==> config.mk <==
export PLATFORM = sky130hd
export DESIGN_NAME = mem_copy_master_flat
export DESIGN_NICKNAME = d
export VERILOG_FILES = /design/src/rtl/mem_copy_master_pkg.sv /design/src/rtl/mem_copy_master_if.sv /design/src/rtl/mem_copy_master_bus_req_port.sv /design/src/rtl/mem_copy_master.sv /design/src/flat_wrapper.sv
export SDC_FILE = /design/constraint.sdc
export NUM_CORES = 1
export LEC_CHECK = 0
export BUFFER_PORTS_ARGS = -buffer_cell sky130_fd_sc_hd__buf_2
export CAP_MARGIN = 15
export CELL_PAD_IN_SITES_DETAIL_PLACEMENT = 1
export CELL_PAD_IN_SITES_GLOBAL_PLACEMENT = 1
export CORE_MARGIN = 2
export CORE_UTILIZATION = 37
export CTS_CLUSTER_DIAMETER = 60
export DETAILED_ROUTE_END_ITERATION = 10
export HOLD_SLACK_MARGIN = 0.03
export PLACE_DENSITY = 0.75
export RECOVER_POWER = 50
export SLEW_MARGIN = 20
export SYNTH_ARGS = -nofsm -noshare
export SYNTH_HDL_FRONTEND = slang
export SYNTH_SLANG_ARGS = --single-unit
==> constraint.sdc <==
create_clock -name clk -period 2.5 [get_ports clk]
set_input_delay 0.125 -clock clk [delete_from_list [all_inputs] [get_ports clk]]
set_output_delay 0.125 -clock clk [all_outputs]
set_load 0.1 [all_outputs]
==> src/rtl/mem_copy_master_pkg.sv <==
// Shared types and constants for the mem_copy_master block and its bus port.
package mem_copy_pkg;

  typedef enum logic [2:0] {
    IDLE  = 3'd0,
    READ  = 3'd1,
    GAP   = 3'd2,
    WRITE = 3'd3,
    DONE  = 3'd4
  } state_t;

  localparam logic [3:0] MASK_ALL  = 4'hF;
  localparam logic [3:0] MASK_NONE = 4'h0;

  // Picks the operation that follows a completed write: finish after the
  // last word, otherwise either another write (fill) or the next read.
  function automatic state_t nextAfterWrite(input logic lastWord, input logic fill);
    state_t op;
    if (lastWord) begin
      op = DONE;
    end else if (fill) begin
      op = WRITE;
    end else begin
      op = READ;
    end
    return op;
  endfunction

endpackage

==> src/rtl/mem_copy_master_if.sv <==
// sel/ack single-word memory bus. Signal names keep the initiator's view:
// *_o are driven by the master, *_i are driven by the responder.
interface mem_copy_master_if;

  logic        sel_o;
  logic        wr_en_o;
  logic [3:0]  wr_mask_o;
  logic [31:0] address_o;
  logic [31:0] data_o;
  logic [31:0] data_i;
  logic        ack_i;

  modport master (
    output sel_o,
    output wr_en_o,
    output wr_mask_o,
    output address_o,
    output data_o,
    input  data_i,
    input  ack_i
  );

  modport slave (
    input  sel_o,
    input  wr_en_o,
    input  wr_mask_o,
    input  address_o,
    input  data_o,
    output data_i,
    output ack_i
  );

endinterface

==> src/rtl/mem_copy_master_bus_req_port.sv <==
// Bus request port for mem_copy_master. A launch pulse registers one
// request (read or write) and holds sel/address/data/write stable until the
// responder acks. sel drops at the ack edge and a launch is refused while a
// request is open, so a new request never starts in the ack cycle and sel
// is always low for at least one cycle between requests. The completion is
// reported as a single-cycle xfer_done; read data is captured at that edge.
module bus_req_port
  import mem_copy_pkg::*;
(
  input  logic              clk,
  input  logic              reset_i,
  input  logic              i_launch,
  input  logic              i_write,
  input  logic [31:0]       i_addr,
  input  logic [31:0]       i_wdata,
  output logic              o_xferDone,
  output logic [31:0]       o_rdata,
  mem_copy_master_if.master bus
);

  logic        r_sel;
  logic        r_wrEn;
  logic [31:0] r_addr;
  logic [31:0] r_wdata;
  logic [31:0] r_rdata;
  logic        w_xferDone;

  assign w_xferDone = r_sel & bus.ack_i;

  // Open a request on launch, close it on ack and capture read data.
  always_ff @(posedge clk) begin
    if (reset_i) begin
      r_sel   <= 1'b0;
      r_wrEn  <= 1'b0;
      r_addr  <= '0;
      r_wdata <= '0;
      r_rdata <= '0;
    end else if (i_launch && !r_sel) begin
      r_sel   <= 1'b1;
      r_wrEn  <= i_write;
      r_addr  <= i_addr;
      r_wdata <= i_wdata;
    end else if (w_xferDone) begin
      r_sel <= 1'b0;
      if (!r_wrEn) begin
        r_rdata <= bus.data_i;
      end
    end
  end

  assign bus.sel_o     = r_sel;
  assign bus.wr_en_o   = r_sel & r_wrEn;
  assign bus.wr_mask_o = (r_sel && r_wrEn) ? MASK_ALL : MASK_NONE;
  assign bus.address_o = r_addr;
  assign bus.data_o    = r_wdata;

  assign o_xferDone = w_xferDone;
  assign o_rdata    = r_rdata;

endmodule

==> src/rtl/mem_copy_master.sv <==
// mem_copy_master: copies len_i consecutive words from src_addr_i to
// dst_addr_i over the sel/ack bus, one read then one write per word, with a
// one-cycle gap after every ack so a trailing ack is never counted twice.
// Addresses are word indices and wrap modulo 2^32.
// Optional build macro MEM_COPY_FILL_EN adds fill_i/fill_data_i: with
// fill_i set at start every destination word gets fill_data_i, no reads.
module mem_copy_master
  import mem_copy_pkg::*;
#(
  parameter int LEN_W = 16
) (
  input  logic              clk,
  input  logic              reset_i,
  input  logic              start_i,
  input  logic [31:0]       src_addr_i,
  input  logic [31:0]       dst_addr_i,
  input  logic [LEN_W-1:0]  len_i,
`ifdef MEM_COPY_FILL_EN
  input  logic              fill_i,
  input  logic [31:0]       fill_data_i,
`endif
  output logic              busy_o,
  output logic              done_o,
  mem_copy_master_if.master bus
);

  state_t             r_state;
  state_t             r_nextOp;
  logic [31:0]        r_src;
  logic [31:0]        r_dst;
  logic [LEN_W-1:0]   r_remaining;
  logic               r_fill;
  logic [31:0]        r_fillData;

  state_t             w_nextState;
  logic               w_launch;
  logic               w_launchWrite;
  logic [31:0]        w_launchAddr;
  logic [31:0]        w_launchData;
  logic               w_xferDone;
  logic [31:0]        w_rdata;
  logic               w_startFill;
  logic [31:0]        w_startFillData;
  logic               w_accept;

`ifdef MEM_COPY_FILL_EN
  assign w_startFill     = fill_i;
  assign w_startFillData = fill_data_i;
`else
  assign w_startFill     = 1'b0;
  assign w_startFillData = '0;
`endif

  assign w_accept = (r_state == IDLE) && start_i && (len_i != '0);

  bus_req_port u_port (
    .clk        (clk),
    .reset_i    (reset_i),
    .i_launch   (w_launch),
    .i_write    (w_launchWrite),
    .i_addr     (w_launchAddr),
    .i_wdata    (w_launchData),
    .o_xferDone (w_xferDone),
    .o_rdata    (w_rdata),
    .bus        (bus)
  );

  // State register.
  always_ff @(posedge clk) begin
    if (reset_i) begin
      r_state <= IDLE;
    end else begin
      r_state <= w_nextState;
    end
  end

  // Next-state and bus launch decode; a request is launched in the cycle
  // before its state so sel is up on the first cycle of READ/WRITE.
  always_comb begin
    w_nextState   = r_state;
    w_launch      = 1'b0;
    w_launchWrite = 1'b0;
    w_launchAddr  = r_src;
    w_launchData  = w_rdata;
    case (r_state)
      IDLE: begin
        if (start_i) begin
          if (len_i != '0) begin
            w_launch      = 1'b1;
            w_launchWrite = w_startFill;
            w_launchAddr  = w_startFill ? dst_addr_i : src_addr_i;
            w_launchData  = w_startFillData;
            w_nextState   = w_startFill ? WRITE : READ;
          end else begin
            w_nextState = DONE;
          end
        end
      end
      READ: begin
        if (w_xferDone) begin
          w_nextState = GAP;
        end
      end
      WRITE: begin
        if (w_xferDone) begin
          w_nextState = GAP;
        end
      end
      GAP: begin
        w_nextState = r_nextOp;
        if (r_nextOp == READ) begin
          w_launch     = 1'b1;
          w_launchAddr = r_src;
        end else if (r_nextOp == WRITE) begin
          w_launch      = 1'b1;
          w_launchWrite = 1'b1;
          w_launchAddr  = r_dst;
          w_launchData  = r_fill ? r_fillData : w_rdata;
        end
      end
      DONE: begin
        w_nextState = IDLE;
      end
      default: begin
        w_nextState = IDLE;
      end
    endcase
  end

  // Transfer parameters, word counters and the operation to run after GAP.
  always_ff @(posedge clk) begin
    if (reset_i) begin
      r_src       <= '0;
      r_dst       <= '0;
      r_remaining <= '0;
      r_fill      <= 1'b0;
      r_fillData  <= '0;
      r_nextOp    <= IDLE;
    end else if (w_accept) begin
      r_src       <= src_addr_i;
      r_dst       <= dst_addr_i;
      r_remaining <= len_i;
      r_fill      <= w_startFill;
      r_fillData  <= w_startFillData;
    end else if ((r_state == READ) && w_xferDone) begin
      r_nextOp <= WRITE;
    end else if ((r_state == WRITE) && w_xferDone) begin
      r_src       <= r_src + 32'd1;
      r_dst       <= r_dst + 32'd1;
      r_remaining <= r_remaining - LEN_W'(1);
      r_nextOp    <= nextAfterWrite(r_remaining == LEN_W'(1), r_fill);
    end
  end

  assign busy_o = (r_state == READ) || (r_state == GAP) || (r_state == WRITE);
  assign done_o = (r_state == DONE);

endmodule

==> src/flat_wrapper.sv <==
// flat-port wrapper written by rule: the top's interface ports become plain ports
module mem_copy_master_flat import mem_copy_pkg::*;
#(
  parameter int LEN_W = 16
)
  (clk, reset_i, start_i, src_addr_i, dst_addr_i, len_i, busy_o, done_o, bus_sel_o, bus_wr_en_o, bus_wr_mask_o, bus_address_o, bus_data_o, bus_data_i, bus_ack_i);
  mem_copy_master_if bus_i ();
  input  logic clk;
  input  logic reset_i;
  input  logic start_i;
  input  logic [31:0] src_addr_i;
  input  logic [31:0] dst_addr_i;
  input  logic [LEN_W-1:0] len_i;
  output logic busy_o;
  output logic done_o;
  output wire logic [$bits(bus_i.sel_o)-1:0] bus_sel_o;
  output wire logic [$bits(bus_i.wr_en_o)-1:0] bus_wr_en_o;
  output wire logic [$bits(bus_i.wr_mask_o)-1:0] bus_wr_mask_o;
  output wire logic [$bits(bus_i.address_o)-1:0] bus_address_o;
  output wire logic [$bits(bus_i.data_o)-1:0] bus_data_o;
  input wire logic [$bits(bus_i.data_i)-1:0] bus_data_i;
  input wire logic [$bits(bus_i.ack_i)-1:0] bus_ack_i;
  assign bus_sel_o = bus_i.sel_o;
  assign bus_wr_en_o = bus_i.wr_en_o;
  assign bus_wr_mask_o = bus_i.wr_mask_o;
  assign bus_address_o = bus_i.address_o;
  assign bus_data_o = bus_i.data_o;
  assign bus_i.data_i = bus_data_i;
  assign bus_i.ack_i = bus_ack_i;
  mem_copy_master #(.LEN_W(LEN_W)) u_core (.clk(clk), .reset_i(reset_i), .start_i(start_i), .src_addr_i(src_addr_i), .dst_addr_i(dst_addr_i), .len_i(len_i), .busy_o(busy_o), .done_o(done_o), .bus(bus_i));
endmodule
==> impl_metrics.py <==
metrics = {
    "finish": {
        "finalCoreUtilization": 0.501,
        "post-route-cell-area_sq_mm": 0.0117,
        "layout.nets": 1479,
        "seq_area_sq_mm": 0.00368,
        "drive_above_1_share": 0.167,
        "syn_to_final_growth_pct": 34.1,
        "nFillCells": 2906,
        "multi_input_area_sq_mm": 0.00463,
    },
    "global_route": {
        "grt_pass1_wl_mm": 50.9,
        "gr-total-overflow": 0,
        "grt_pass1_vias": 9574,
        "track_usage": 0.262,
        "antenna_found_initial": 0,
        "grt_max_degree": 76,
    },
    "timing": {
        "maxSlewHeadroom": 0.159,
        "final_max_slew_viol_count": 0,
        "rsz0062_at_grt": "false",
        "setup_violations": 0,
        "final_hold_viol_count": 0,
        "period_share": 0.962,
        "skew_ns": 0.00983,
        "finalCriticalPeriod_ns": 2.40,
        "tightest_slew_ns": 1.27,
        "fmax_ghz": 0.416,
    },
    "critical_path": {
        "reg2reg_slack_ns": 0.1,
        "arrival_ns": 2.74,
        "rr_worst_depth": 6,
        "start_kind": "register",
        "crit_type": "register to register",
        "crit_top_cell": "buf_4",
        "path_cells": "nor4b_4, buf_4, a31o_2, buf_4, nor2_1, a211oi_1",
        "cp.depth": 6,
        "reg2reg_to": "u_core.u_port.bus.address_o[11]",
        "cp_max_fo": 23,
        "cpMaxStageDelayCell": "nor4b_4",
        "cp_num_buf_inv": 2,
        "end_kind": "register",
        "max_stage_delay_ns": 0.62,
        "r2r_start": "u_core.r_state[0]",
        "worstPathRequired_ns": 2.84,
        "critPathLaunch": "u_core.r_state[0]",
        "cpLargestDelayFamily": "simple AND/OR/NAND/NOR gates",
        "endpoint": "u_core.u_port.bus.address_o[11]",
    },
    "yosys": {
        "syn_avg_cell_area_sq_um": 8.02,
        "synth-edff-count": 0,
        "netlist.area_leader.share": 0.422,
        "synth_top_area_cell": "dfxtp_1",
        "yosys.cell_count.top_type": "dfxtp_1",
        "yosysUniqueCellTypes": 56,
        "ys.flop_type": "dfxtp_1",
        "syn_inst": 1087,
        "synth_seq_area_share": 0.422,
        "synth_area_sq_mm": 0.00872,
        "synth-seq-cells": 184,
        "synth-async-reset-ratio": 0,
        "synth_nets": 1207,
        "ys_top_cells_by_area": "dfxtp_1 42%, a21oi_1 7.1%, nand2_1 6.5%",
        "synth_commonest_cells": "184 x dfxtp_1, 152 x nand2_1, 123 x a21oi_1",
        "synth_warnings": 0,
    },
    "pwr": {
        "ir_drop_v": 0.000285,
        "p_leak_nw": 4.19,
        "seq_power_share": 0.441,
        "p_int_w": 0.00491,
        "pwr-share-clk": 0.361,
        "finalPower_w": 0.00747,
        "power.density_mw_per_mm2": 638,
        "netSwitchingFraction": 0.343,
        "p_comb_frac": 0.198,
        "netSwitchingPower_w": 0.00256,
    },
    "placement": {
        "place_area_sq_mm": 0.0101,
        "gp_congestion": 0.824,
        "portBuffers": 187,
        "hpwl_mm": 20.8,
    },
    "clock_tree": {
        "clock_path_buffers": 2,
        "cts_max_level": 4,
        "clock_latency_ns": 0.44,
        "cts.sinks": 184,
        "cts_tree": "done",
        "clk_pin_slew_ns": 0.08,
        "cts_buffers": 17,
        "root_buffer": "clkbuf_16",
    },
    "route": {
        "first_pass_iters": 5,
        "post-route-drc-count": 0,
        "drt_wl_total_mm": 32.8,
        "routedWlPerCell_um": 19.4,
        "vias": 9451,
        "viasPerCell": 5.59,
        "drtAntennaViolNets": 0,
        "drt_iter0_markers": 592,
    },
    "floorplanning": {
        "coreArea_sq_mm": 0.0233,
        "dieArea_sq_mm": 0.0248,
        "num_rows": 56,
        "die_y_um": 158,
        "io_pins": 188,
        "die_w_um": 158,
        "start_util": 0.374,
    },
    "run": {
        "cap_violations": 0,
    },
    "run_status": {
        "status": "finished clean",
    },
    "min_path": {
        "hp-class": "input port to register",
        "hold-path-cell-count": 4,
    },
}
==> cells by family (layout without fill, tap and decap cells) <==
group | count (synthesis) | in the layout | share of synthesized area
other | 0 | 1 | 0
muxes | 2 | 2 | 0.00230
DFF | 184 | 184 | 0.422
AOI/OAI and AO/OA | 309 | 310 | 0.226
and+or+nand+nor | 451 | 451 | 0.258
buffers and inverters | 104 | 388 | 0.0524
xor gates and xnor gates | 33 | 33 | 0.0331
adders and majority gates | 4 | 4 | 0.00574
==> registers in the layout, summed over array words and instances (netlist names) <==
register	flops
u_core.u_port.o_rdata	32
u_core.u_port.bus.address_o	32
u_core.r_state	3
u_core.r_src	32
u_core.r_nextOp	3
u_core.u_port.bus.data_o	32
u_core.u_port.bus.sel_o	1
u_core.r_remaining	16
u_core.u_port.r_wrEn	1
u_core.r_dst	32
==> metrics by stage <==
stage	setup TNS [ns]	setup slack [ns]	hold slack [ns]	cells
final	0	0.0953	0.0575	1692
after global routing	0	0.0321	0.0725	1691
after CTS	0	0.113	0.0341	1689
after detailed placement	-3.94	-0.158	0.374	1553
after global placement	-2.02	-0.0830	0.368	1553
after floorplan	0	0.00142	0.261	1087
==> routing by layer <==
metal  share of wire  track usage  up-vias
met3           0.055       0.0388       28
met1            0.45        0.345     4669
met4           0.014       0.0719        0
li1                -            -     4491
met2            0.48        0.447      263
met5               0            0        -
==> power groups by stage <==
stage                     sequential (W)  clock (W)  combinational, W
after global routing             0.00332    0.00284           0.00158
after floorplan                  0.00370          0          0.000553
final                            0.00330    0.00269           0.00148
after global placement           0.00335          0           0.00132
after detailed placement         0.00335          0           0.00134
after CTS                        0.00329    0.00274           0.00148
==> repair_timing <==
| item | 4_1_cts | 5_1_grt |
|---|---|---|
| hold buffers | 103 | 0 |
| setup endpoints to repair | 14 | 47 |
| cloned | 1 | 0 |
| hold endpoints to repair | 103 | 0 |
| resized for setup | 1 | 4 |
| pin swaps | 0 | 1 |
| buffers inserted | 0 | 2 |
==> cell type report <==
cell class / count / share of cell area
Inverter: 12 / 0.00385
Clock inverter: 15 / 0.0132
Sequential cell: 184 / 0.315
Antenna cell: 1 / 0.000214
Tap cell: 319 / 0.0341
Multi-Input combinational cell: 800 / 0.396
Clock buffer: 17 / 0.0364
Timing Repair Buffer: 344 / 0.201
==> how the worst min path moves through the flow <==
stage               slack (ns)           start                        to
finish                    0.06        len_i[1]     u_core.r_remaining[1]
global route              0.07        len_i[1]     u_core.r_remaining[1]
detailed placement        0.37   bus_data_i[0]  u_core.u_port.o_rdata[0]
floorplan                 0.26   bus_data_i[0]  u_core.u_port.o_rdata[0]
global placement          0.37   bus_data_i[1]  u_core.u_port.o_rdata[1]
CTS                       0.03  dst_addr_i[18]          u_core.r_dst[18]
==> worst min-delay path, delay by kind of cell <==
family	cells	cell delay [ns]
simple gates	1	0.08
buf+inv	2	0.19
compound gates	1	0.06
==> layout by cell type (no fill, tap or decap), types with 7 or more instances in the layout <==
cell / instances
inv_1: 12
nor4_1: 11
clkbuf_1: 66
buf_4: 45
dfxtp_1: 184
nand2_1: 151
xnor2_1: 7
a22oi_1: 35
nand4_1: 31
a21oi_1: 122
clkbuf_2: 10
and3_1: 11
buf_2: 113
a31oi_1: 27
o21ai_0: 14
nor3_1: 12
or3_1: 15
xor2_1: 26
dlygate4sd3_1: 103
clkbuf_16: 17
a211oi_1: 70
o211ai_1: 15
nor2_1: 109
nand3_1: 63
No activity file was read; power rests on OpenSTA's default activity.
